<file path="config.mk">
export PLATFORM = sky130hd
export DESIGN_NAME = perceptron_host_link
export DESIGN_NICKNAME = d
export VERILOG_FILES = /design/src/rtl/perceptron_host_link.sv
export SDC_FILE = /design/constraint.sdc
export NUM_CORES = 1
export LEC_CHECK = 0
export BUFFER_PORTS_ARGS = -buffer_cell sky130_fd_sc_hd__buf_2
export CAP_MARGIN = 10
export CORE_MARGIN = 5
export CORE_UTILIZATION = 40
export DETAILED_ROUTE_END_ITERATION = 12
export PLACE_DENSITY = 0.56
export RECOVER_POWER = 50
export SYNTH_ARGS = -nofsm -noshare
export SYNTH_HDL_FRONTEND = slang
export SYNTH_SLANG_ARGS = --single-unit
</file>
<file path="constraint.sdc">
create_clock -name i_clk -period 5.05 [get_ports i_clk]
set_input_delay 0 -clock i_clk [delete_from_list [all_inputs] [get_ports i_clk]]
set_output_delay 0 -clock i_clk [all_outputs]
set_load 0.03 [all_outputs]
</file>
<file path="src/rtl/perceptron_host_link.sv">
// Host-side initiator for the perceptron UART byte protocol: serialises one word-level
// request into command bytes, then gathers the responder's reply bytes into one response.
module perceptron_host_link #(
  parameter int unsigned TIMEOUT_CYCLES = 1200000
) (
  input  logic        i_clk,
  input  logic        i_rst,
  input  logic        i_req_valid,
  output logic        o_req_ready,
  input  logic [1:0]  i_req_op,
  input  logic [15:0] i_req_word1,
  input  logic [15:0] i_req_word2,
  output logic        o_rsp_valid,
  output logic [15:0] o_rsp_word1,
  output logic [15:0] o_rsp_word2,
  output logic        o_rsp_error,
  output logic [7:0]  o_uart_byte,
  output logic        o_uart_send,
  input  logic        i_uart_busy,
  input  logic [7:0]  i_rx_byte,
  input  logic        i_rx_ready,
  output logic        o_uart_clear
);

  localparam logic [31:0] TO_LAST = 32'(TIMEOUT_CYCLES - 1);

  typedef enum logic [2:0] {
    S_IDLE    = 3'd0,
    S_SEND    = 3'd1,
    S_GUARD   = 3'd2,
    S_WAIT_TX = 3'd3,
    S_RECV    = 3'd4,
    S_DONE    = 3'd5
  } state_t;

  function automatic logic [7:0] f_opcode(input logic [1:0] op);
    case (op)
      2'd0:    f_opcode = 8'h57;
      2'd1:    f_opcode = 8'h49;
      2'd2:    f_opcode = 8'h52;
      2'd3:    f_opcode = 8'h4F;
      default: f_opcode = 8'h00;
    endcase
  endfunction

  function automatic logic [2:0] f_tx_len(input logic [1:0] op);
    f_tx_len = op[1] ? 3'd1 : 3'd5;
  endfunction

  function automatic logic [2:0] f_rx_len(input logic [1:0] op);
    case (op)
      2'd0:    f_rx_len = 3'd1;
      2'd1:    f_rx_len = 3'd1;
      2'd2:    f_rx_len = 3'd4;
      2'd3:    f_rx_len = 3'd2;
      default: f_rx_len = 3'd1;
    endcase
  endfunction

  function automatic logic [7:0] f_frame_byte(input logic [1:0]  op,
                                              input logic [15:0] w1,
                                              input logic [15:0] w2,
                                              input logic [2:0]  idx);
    case (idx)
      3'd0:    f_frame_byte = f_opcode(op);
      3'd1:    f_frame_byte = w1[15:8];
      3'd2:    f_frame_byte = w1[7:0];
      3'd3:    f_frame_byte = w2[15:8];
      3'd4:    f_frame_byte = w2[7:0];
      default: f_frame_byte = 8'h00;
    endcase
  endfunction

  state_t      r_state, w_state_nxt;
  logic [1:0]  r_op, w_op_nxt;
  logic [15:0] r_word1, w_word1_nxt;
  logic [15:0] r_word2, w_word2_nxt;
  logic [2:0]  r_tx_cnt, w_tx_cnt_nxt;
  logic        r_guard, w_guard_nxt;
  logic [2:0]  r_rx_cnt, w_rx_cnt_nxt;
  logic [31:0] r_rsp, w_rsp_nxt;
  logic        r_err, w_err_nxt;
  logic [31:0] r_to_cnt, w_to_cnt_nxt;

  logic        r_req_ready, w_req_ready_nxt;
  logic        r_rsp_valid, w_rsp_valid_nxt;
  logic [15:0] r_rsp_word1, w_rsp_word1_nxt;
  logic [15:0] r_rsp_word2, w_rsp_word2_nxt;
  logic        r_rsp_error, w_rsp_error_nxt;
  logic [7:0]  r_uart_byte, w_uart_byte_nxt;
  logic        r_uart_send, w_uart_send_nxt;
  logic        r_uart_clear, w_uart_clear_nxt;

  // Next-state and next-output logic; every output is registered from these values.
  always_comb begin
    w_state_nxt      = r_state;
    w_op_nxt         = r_op;
    w_word1_nxt      = r_word1;
    w_word2_nxt      = r_word2;
    w_tx_cnt_nxt     = r_tx_cnt;
    w_guard_nxt      = r_guard;
    w_rx_cnt_nxt     = r_rx_cnt;
    w_rsp_nxt        = r_rsp;
    w_err_nxt        = r_err;
    w_to_cnt_nxt     = r_to_cnt;
    w_rsp_valid_nxt  = 1'b0;
    w_rsp_word1_nxt  = r_rsp_word1;
    w_rsp_word2_nxt  = r_rsp_word2;
    w_rsp_error_nxt  = r_rsp_error;
    w_uart_byte_nxt  = r_uart_byte;
    w_uart_send_nxt  = 1'b0;
    w_uart_clear_nxt = 1'b0;
    w_req_ready_nxt  = 1'b0;

    case (r_state)
      S_IDLE: begin
        if (i_req_valid && r_req_ready) begin
          w_op_nxt     = i_req_op;
          w_word1_nxt  = i_req_word1;
          w_word2_nxt  = i_req_word2;
          w_tx_cnt_nxt = 3'd0;
          w_rx_cnt_nxt = 3'd0;
          w_rsp_nxt    = 32'd0;
          w_err_nxt    = 1'b0;
          w_to_cnt_nxt = 32'd0;
          w_state_nxt  = S_SEND;
        end else begin
          w_state_nxt = S_IDLE;
        end
      end

      S_SEND: begin
        if (!i_uart_busy) begin
          w_uart_byte_nxt = f_frame_byte(r_op, r_word1, r_word2, r_tx_cnt);
          w_uart_send_nxt = 1'b1;
          w_tx_cnt_nxt    = r_tx_cnt + 3'd1;
          w_guard_nxt     = 1'b0;
          w_state_nxt     = S_GUARD;
        end else begin
          w_state_nxt = S_SEND;
        end
      end

      // The UART raises busy a cycle or two after the strobe, so busy is not trusted yet.
      S_GUARD: begin
        if (r_guard) begin
          w_state_nxt = S_WAIT_TX;
        end else begin
          w_guard_nxt = 1'b1;
        end
      end

      S_WAIT_TX: begin
        if (!i_uart_busy) begin
          if (r_tx_cnt < f_tx_len(r_op)) begin
            w_state_nxt = S_SEND;
          end else begin
            w_tx_cnt_nxt = 3'd0;
            w_rx_cnt_nxt = 3'd0;
            w_to_cnt_nxt = 32'd0;
            w_state_nxt  = S_RECV;
          end
        end else begin
          w_state_nxt = S_WAIT_TX;
        end
      end

      // rx_ready stays high during the clear cycle, so captures are skipped while clearing.
      S_RECV: begin
        if (i_rx_ready && !r_uart_clear) begin
          w_uart_clear_nxt = 1'b1;
          w_to_cnt_nxt     = 32'd0;
          w_rx_cnt_nxt     = r_rx_cnt + 3'd1;
          case (r_rx_cnt)
            3'd0:    w_rsp_nxt[31:24] = i_rx_byte;
            3'd1:    w_rsp_nxt[23:16] = i_rx_byte;
            3'd2:    w_rsp_nxt[15:8]  = i_rx_byte;
            3'd3:    w_rsp_nxt[7:0]   = i_rx_byte;
            default: w_rsp_nxt        = r_rsp;
          endcase
          if (!r_op[1] && (r_rx_cnt == 3'd0) && (i_rx_byte != f_opcode(r_op))) begin
            w_err_nxt = 1'b1;
          end else begin
            w_err_nxt = r_err;
          end
        end else if (r_uart_clear && (r_rx_cnt == f_rx_len(r_op))) begin
          w_state_nxt = S_DONE;
        end else if (r_to_cnt == TO_LAST) begin
          w_err_nxt   = 1'b1;
          w_state_nxt = S_DONE;
        end else begin
          w_to_cnt_nxt = r_to_cnt + 32'd1;
        end
      end

      S_DONE: begin
        w_state_nxt = S_IDLE;
      end

      default: begin
        w_state_nxt = S_IDLE;
      end
    endcase

    if ((w_state_nxt == S_DONE) && (r_state != S_DONE)) begin
      w_rsp_valid_nxt = 1'b1;
      w_rsp_word1_nxt = r_op[1] ? w_rsp_nxt[31:16] : 16'd0;
      w_rsp_word2_nxt = (r_op == 2'd2) ? w_rsp_nxt[15:0] : 16'd0;
      w_rsp_error_nxt = w_err_nxt;
    end else begin
      w_rsp_valid_nxt = 1'b0;
    end

    w_req_ready_nxt = (w_state_nxt == S_IDLE);
  end

  // State and output registers with synchronous reset.
  always_ff @(posedge i_clk) begin
    if (i_rst) begin
      r_state      <= S_IDLE;
      r_op         <= 2'd0;
      r_word1      <= 16'd0;
      r_word2      <= 16'd0;
      r_tx_cnt     <= 3'd0;
      r_guard      <= 1'b0;
      r_rx_cnt     <= 3'd0;
      r_rsp        <= 32'd0;
      r_err        <= 1'b0;
      r_to_cnt     <= 32'd0;
      r_req_ready  <= 1'b1;
      r_rsp_valid  <= 1'b0;
      r_rsp_word1  <= 16'd0;
      r_rsp_word2  <= 16'd0;
      r_rsp_error  <= 1'b0;
      r_uart_byte  <= 8'd0;
      r_uart_send  <= 1'b0;
      r_uart_clear <= 1'b0;
    end else begin
      r_state      <= w_state_nxt;
      r_op         <= w_op_nxt;
      r_word1      <= w_word1_nxt;
      r_word2      <= w_word2_nxt;
      r_tx_cnt     <= w_tx_cnt_nxt;
      r_guard      <= w_guard_nxt;
      r_rx_cnt     <= w_rx_cnt_nxt;
      r_rsp        <= w_rsp_nxt;
      r_err        <= w_err_nxt;
      r_to_cnt     <= w_to_cnt_nxt;
      r_req_ready  <= w_req_ready_nxt;
      r_rsp_valid  <= w_rsp_valid_nxt;
      r_rsp_word1  <= w_rsp_word1_nxt;
      r_rsp_word2  <= w_rsp_word2_nxt;
      r_rsp_error  <= w_rsp_error_nxt;
      r_uart_byte  <= w_uart_byte_nxt;
      r_uart_send  <= w_uart_send_nxt;
      r_uart_clear <= w_uart_clear_nxt;
    end
  end

  assign o_req_ready  = r_req_ready;
  assign o_rsp_valid  = r_rsp_valid;
  assign o_rsp_word1  = r_rsp_word1;
  assign o_rsp_word2  = r_rsp_word2;
  assign o_rsp_error  = r_rsp_error;
  assign o_uart_byte  = r_uart_byte;
  assign o_uart_send  = r_uart_send;
  assign o_uart_clear = r_uart_clear;

endmodule
</file>
---- Word-level counts from Yosys, hierarchy flattened ----
Index checks and enable logic that the tools add are counted.
storage, ports and cells
  flip-flop bits (word level) ............. 154
  output and inout bits ................... 45
  input port bits ......................... 47
  logic and storage cells ................. 127
operators by class
  muxes and demuxes ....................... 51
  equal/unequal tests ..................... 26
  add/subtract/negate cells ............... 3
  order comparisons ....................... 1
  bitwise operators ....................... 3
  reductions and logical operators ........ 25
operators by type and width
  cell                                                                      number
  32-bit 2-to-1 mux                                                         8
  32-bit case mux with 3 select lines                                       1
  32-bit case mux with 2 select lines                                       1
  8-bit 2-to-1 mux                                                          6
  3-bit 2-to-1 mux                                                          14
  8-bit case mux with 5 select lines                                        1
  32-bit by 1-bit adder with 32-bit output (second input constant)          1
  32-bit by 21-bit equality test with 1-bit output (second input constant)  1
  16-bit 2-to-1 mux                                                         2
  8-bit case mux with 4 select lines                                        1
  3-bit case mux with 3 select lines                                        3
  3-bit by 2-bit equality test with 1-bit output (second input constant)    6
  3-bit case mux with 5 select lines                                        1
  3-bit logical NOT                                                         4
  1-bit 2-to-1 mux                                                          10
  2-bit != test (second input constant)                                     5
  5-bit AND reduction                                                       2
  3-bit by 1-bit equality test with 1-bit output (second input constant)    3
  3-bit equality test (second input constant)                               3
  3-bit != test (second input constant)                                     3
  8-bit != test                                                             1
  3-bit by 1-bit adder with 3-bit output (second input constant)            2
  1-bit logical AND                                                         6
  2-bit AND reduction                                                       3
  other kinds (13)                                                          21

---- Longest topological paths before layout ----
  depth after elaboration ................. 13
  depth in mapped cells ................... 9
  gate-level depth less buffers ........... 7

---- Least setup slack after synthesis ----
Ideal clock, no wire load.
  path type ............................... flip-flop to flip-flop
  start point ............................. register r_op[1]
  end point ............................... register r_uart_byte[3], in the netlist o_uart_byte[3]
  arrival time ............................ 2.061 ns
  clock period less this slack ............ 2.131 ns
  path slack .............................. 2.919 ns
  stages on the path, launching flop included .. 9
  path buffers ............................ 2
  required time ........................... 4.980 ns
  library setup time ...................... 0.070 ns
  cell sequence ........................... dfxtp_1 -> clkbuf_1 -> clkbuf_1 -> inv_1 -> ha_1 -> or3b_2 -> a21oi_1 -> o21ai_0 -> a21oi_1
between the ends
  word-level cells in the longest chain between the ends .. 3
  elaborated cells between the ends (all ways) .. 6
  those cells by class .................... eq/ne: 3; mux: 2; reduce/logical: 1
RTL lines
  item                                         RTL line  RTL
  start, declared                              75        logic [1:0] r_op, w_op_nxt;
  start signal, assigned                       240       r_op <= w_op_nxt;
  2-bit equality test (tied with other cells)  37        case (op)
  8-bit case mux with 4 select lines (*)       37
  8-bit case mux with 5 select lines (*)       64        case (idx)
  end signal, assigned                         254       r_uart_byte <= w_uart_byte_nxt;
  end, declared                                90        logic [7:0] r_uart_byte, w_uart_byte_nxt;
Mark *: on every way between the ends. The rest lies on a longest branch, timed or not. The select of a mux whose other input is x is not followed.
A chain may end at the register's enable or synchronous reset.

---- Worst setup path in the final report ----
  start point ............................. register r_state[2]
  end point ............................... register r_to_cnt[20]
between the ends
  word-level cells in the longest chain between the ends .. 3
  elaborated cells between the ends (all ways) .. 11
  those cells by class .................... eq/ne: 7; mux: 1; reduce/logical: 3
RTL lines
  item                                             RTL line  RTL
  start, declared                                  74        state_t r_state, w_state_nxt;
  start signal, assigned                           239       r_state <= w_state_nxt;
  3-bit equality test (tied with other cells)      115       case (r_state)
  3-bit != test (no line) (tied with other cells)  -
  6-bit AND reduction (no line)                    -
  end signal, assigned                             248       r_to_cnt <= w_to_cnt_nxt;
  end, declared                                    83        logic [31:0] r_to_cnt, w_to_cnt_nxt;
Several ways; a longest one is shown, not always the timed one.

==> impl_table.tex <==
\begin{tabular}{lr}
\hline
Metric & Value \\
\hline
\multicolumn{2}{l}{\textbf{Logic synthesis}} \\
Proportion of synthesized chip area in sequential cells & 0.423 \\
Number of distinct library cells after synthesis & 67 \\
Post-synthesis net count & slightly below 900 \\
Xor and xnor area share after synthesis & 0.00960 \\
Fraction of the mapped netlist area in simple logic gates & 0.242 \\
Share of synthesized area spent on multiplexers & 0.0345 \\
Combinational family with the most area after synthesis & simple AND/OR/NAND/NOR gates \\
Number of enable-type register cells in the synthesized netlist & 0 \\
Share of synthesized flip-flops with an asynchronous set or reset & 0 \\
Main synth FF type & sky130\_fd\_sc\_hd\_\_dfxtp\_1 \\
Average cell area after synthesis & 8.79 um\^{}2 \\
Post-synthesis instance area & 7300 um\^{}2 \\
Post-synthesis compound-gate area fraction & 0.209 \\
Syn Inst Count & 830 \\
Number of warnings reported in the yosys synthesis log & 0 \\
Adder-cell area share of the yosys netlist & 0.0292 \\
Number of synthesized register bits & 154 \\
\multicolumn{2}{l}{\textbf{Power}} \\
Lkg Pwr & 0.00316 uW \\
Internal portion of total power & 2170 uW \\
Power Dens Cells & 333 nW/um\^{}2 \\
Relative contribution of combinational cells to total power & 0.106 \\
Share of power burned in the clock network & 0.457 \\
Total power of the final layout & around 3000 uW \\
Relative contribution of sequential cells to total power & 0.437 \\
Proportion of total power due to net switching & 0.261 \\
Sw power & 765 uW \\
Worst IR drop on VDD & 0.242 mV \\
\multicolumn{2}{l}{\textbf{Clock network}} \\
Clock transition time at the flip-flop clock pins of the worst setup and hold paths & 0.06 ns \\
Number of clock sinks & between 150 and 200 \\
Cell at the root of the clock tree & sky130\_fd\_sc\_hd\_\_clkbuf\_16 \\
CTS tree & done \\
CTS-repair resized insts & 0 \\
\# hold bufs at CTS & 43 \\
Maximum clock insertion buffer count & 2 \\
Post-CTS Setup Inserts & 0 \\
Clock latency on the worst-skew pair & 0.43 ns \\
Max H-tree Level & 4 \\
Number of buffers added by the clock tree synthesis step & 17 \\
\multicolumn{2}{l}{\textbf{Worst setup path}} \\
Sort of element at the start of the critical path & register \\
Family with the most delay on the worst path & simple AND/OR/NAND/NOR gates \\
CP Data Arrival Time & 3.85 ns \\
Required @ worst endpoint & 5.35 ns \\
Delay of the slowest cell on the worst path & slightly above 0.9 ns \\
Critical path class & register to register \\
Buffers and inverters on the worst path & 1 \\
Crit. End Element & register \\
Critical Path, Cell by Cell & nor3b\_1, nand2b\_4, nor4\_4, buf\_4, nor4\_1, mux2i\_1 \\
Standard cell with the maximum stage delay on the critical path & sky130\_fd\_sc\_hd\_\_nor3b\_1 \\
Critical path peak fanout & 26 \\
\multicolumn{2}{l}{\textbf{Timing}} \\
Pin slew with the least headroom to its limit & roughly 2 ns \\
Min cycle time layout & roughly 3.6 ns \\
Fin worst setup slack & roughly 1.5 ns \\
Worst Clk Skew & 0.0113 ns \\
Maximum frequency from static timing analysis & 281 MHz \\
Setup-failing EPs final & 0 \\
Period utilisation layout & 0.704 \\
Worst slack on hold paths & 0.121 ns \\
Max-slew violation count & between 50 and 60 \\
Endpoints failing hold & 0 \\
Setup total negative slack & 0 ns \\
Worst slew slack as a fraction of its limit & -0.331 \\
RSZ-0062 raised after global routing & false \\
\multicolumn{2}{l}{\textbf{Detailed routing}} \\
Post-DR wirelength/cell & 16.7 um \\
Met3 routed WL & 786 um \\
Met2 WL & 8.78 mm \\
Antenna-violating nets left & 0 \\
Vias per Instance & 5.51 \\
Detailed router's first-iteration violation count & 442 \\
First-pass iteration count of the detailed router & 7 \\
Total Wirelength & 19.5 mm \\
Top Metal Used & met4 \\
Vias post-DR & between 6,000 and 7,000 \\
M1 WL & 9.77 mm \\
DRC Markers & 0 \\
\multicolumn{2}{l}{\textbf{Floorplan}} \\
Chip Width & 145 um \\
Number of I/O pins & 92 \\
Die height & 145 um \\
Initial Utilization & 0.406 \\
Number of placement rows & 49 \\
Die Area & 21,000 um\^{}2 \\
Core outline area & 18,000 um\^{}2 \\
\multicolumn{2}{l}{\textbf{Layout}} \\
Final Util & 0.490 \\
Synthesis-to-finish area growth & 20.5\% \\
Layout cells sized above 1 & 0.132 \\
Diodes inserted & 0 \\
Fin nets & 990 \\
\multicolumn{2}{l}{\textbf{Placed design}} \\
Count of buffers from port buffering & 91 \\
Pre-CTS setup slack & 1.75 ns \\
GPL Wtd Cong & 0.815 \\
Placed wire-length estimate after detailed placement & $\sim$13 mm \\
\multicolumn{2}{l}{\textbf{GRT}} \\
Largest net degree at the start of global routing & 74 \\
Wire length of the first global-routing pass & 32.5 mm \\
Initial antenna violation count & 0 \\
GRT overflow & 0 \\
GRT Resource Usage Total & 0.184 \\
Via count of the first global-routing pass & 6,126 \\
\multicolumn{2}{l}{\textbf{Status}} \\
Outcome & finished, violations left \\
Violations in the final reports & max-capacitance violations, max-slew violations \\
\multicolumn{2}{l}{\textbf{Min path}} \\
Type of the tightest min-delay check & input port to register \\
\multicolumn{2}{l}{\textbf{Run}} \\
MaxCap Viol Count & 1 \\
\hline
\end{tabular}
[cell usage after synthesis (4+ instances only)]
cell type,instances,area share
sky130_fd_sc_hd__o21ai_0,35,0.024
sky130_fd_sc_hd__nand3b_1,14,0.014
sky130_fd_sc_hd__nor2_1,29,0.015
sky130_fd_sc_hd__a31o_1,15,0.018
sky130_fd_sc_hd__and4_1,19,0.023
sky130_fd_sc_hd__mux2i_1,24,0.033
sky130_fd_sc_hd__a21oi_1,83,0.057
sky130_fd_sc_hd__buf_1,5,0.0026
sky130_fd_sc_hd__inv_1,26,0.013
sky130_fd_sc_hd__a22oi_1,11,0.011
sky130_fd_sc_hd__nand2_1,99,0.051
sky130_fd_sc_hd__o31ai_1,24,0.025
sky130_fd_sc_hd__nor4_1,10,0.0086
sky130_fd_sc_hd__and3_1,4,0.0034
sky130_fd_sc_hd__o211ai_1,4,0.0041
sky130_fd_sc_hd__dfxtp_1,154,0.42
sky130_fd_sc_hd__nand3_1,46,0.032
sky130_fd_sc_hd__a2bb2oi_2,15,0.031
sky130_fd_sc_hd__or4_1,20,0.021
sky130_fd_sc_hd__nor3_1,12,0.0082
sky130_fd_sc_hd__and2_1,18,0.015
sky130_fd_sc_hd__nand4_1,16,0.014
sky130_fd_sc_hd__buf_2,7,0.0048
sky130_fd_sc_hd__clkbuf_1,45,0.023
sky130_fd_sc_hd__a32oi_1,6,0.0072
sky130_fd_sc_hd__ha_1,17,0.029
sky130_fd_sc_hd__or2_2,7,0.0060
sky130_fd_sc_hd__xnor2_1,5,0.0060
sky130_fd_sc_hd__buf_6,4,0.0062
[through the flow]
stage / instances / instance area, um^2
floorplan: 830 / 7300
global placement: 1093 / 7810
finish: 1168 / 8790
global route: 1168 / 8790
CTS: 1168 / 8860
detailed placement: 1093 / 7810
[power by group through the flow]
stage / Clock [uW] / Combinational [uW] / Sequential [uW]
3_3_place_gp: 0 / 286 / 1310
2_1_floorplan: 0 / 197 / 1310
4_1_cts: 1360 / 314 / 1280
3_5_place_dp: 0 / 289 / 1310
6_report: 1340 / 310 / 1280
5_1_grt: 1420 / 348 / 1290
[cell families (layout without fill, tap and decap cells)]
| kind of cell | after synthesis | in the layout |
|---|---|---|
| AND/OR/NAND/NOR | 317 | 317 |
| AO/OA/AOI/OAI | 219 | 219 |
| flip-flops | 154 | 154 |
| buffers and inverters | 90 | 199 |
| multiplexers | 25 | 25 |
| adder cells (fa/ha/maj) | 17 | 17 |
| XOR/XNOR | 8 | 8 |
[flip-flops by register name (all words and copies together), names as in the netlist]
signal and cells:
r_rx_cnt 3, o_rsp_word1 16, r_to_cnt 32, o_uart_byte 8
o_rsp_valid 1, o_rsp_word2 16, r_err 1, r_word2 16
r_tx_cnt 3, r_guard 1, r_rsp 32, r_state 3
r_word1 16, r_op 2, o_uart_send 1, o_rsp_error 1
o_uart_clear 1, o_req_ready 1
[metal layers]
layer | global-route usage | vias to the layer above
met1 | 0.263 | 3057
met5 | 0 | -
met4 | 0.0429 | 0
li1 | - | 3239
met2 | 0.286 | 128
met3 | 0.0393 | 16
[area by class of cell]
cell class / instances / area [um^2]
fillers: 1771 / 9170
multi-input cells: 586 / 3820
flip-flops and latches: 154 / 3080
repair buffers: 141 / 882
clock buffers: 19 / 453
well taps: 229 / 287
clock inverters: 13 / 166
inverters: 26 / 97.6
[placed cells by master (no fill, tap or decap), types with 16 or more instances in the layout]
| cell type | synthesis | layout |
|---|---|---|
| sky130_fd_sc_hd__and4_1 | 19 | 19 |
| sky130_fd_sc_hd__nand3_1 | 46 | 46 |
| sky130_fd_sc_hd__buf_2 | 7 | 46 |
| sky130_fd_sc_hd__mux2i_1 | 24 | 24 |
| sky130_fd_sc_hd__and2_1 | 18 | 18 |
| sky130_fd_sc_hd__o21ai_0 | 35 | 35 |
| sky130_fd_sc_hd__a21oi_1 | 83 | 83 |
| sky130_fd_sc_hd__inv_1 | 26 | 26 |
| sky130_fd_sc_hd__clkbuf_16 | 0 | 17 |
| sky130_fd_sc_hd__nand4_1 | 16 | 16 |
| sky130_fd_sc_hd__o31ai_1 | 24 | 24 |
| sky130_fd_sc_hd__or4_1 | 20 | 20 |
| sky130_fd_sc_hd__dlygate4sd3_1 | 0 | 43 |
| sky130_fd_sc_hd__nor2_1 | 29 | 28 |
| sky130_fd_sc_hd__nand2_1 | 99 | 99 |
| sky130_fd_sc_hd__dfxtp_1 | 154 | 154 |
| sky130_fd_sc_hd__clkbuf_1 | 45 | 45 |
| sky130_fd_sc_hd__ha_1 | 17 | 17 |
[path summary, 6_finish.rpt]
check	start	endpoint	slack, ns	cells after the start
max	r_state[2]$_SDFF_PP0_	r_to_cnt[20]$_SDFFE_PP0P_	1.50	6
min reg2reg	r_word2[12]$_SDFFE_PP0P_	r_word2[12]$_SDFFE_PP0P_	0.45	2
min	i_rx_ready	o_uart_clear$_SDFF_PP0_	0.12	4
max reg2reg	r_state[2]$_SDFF_PP0_	r_to_cnt[20]$_SDFFE_PP0P_	1.50	6
[tightest hold or removal path, cell delays in order]
cell and delay [ns]:
sky130_fd_sc_hd__buf_2 0.11, sky130_fd_sc_hd__nor2b_1 0.20, sky130_fd_sc_hd__nand2_1 0.14, sky130_fd_sc_hd__nor2_1 0.05
Power figures use the tool's default switching activity.
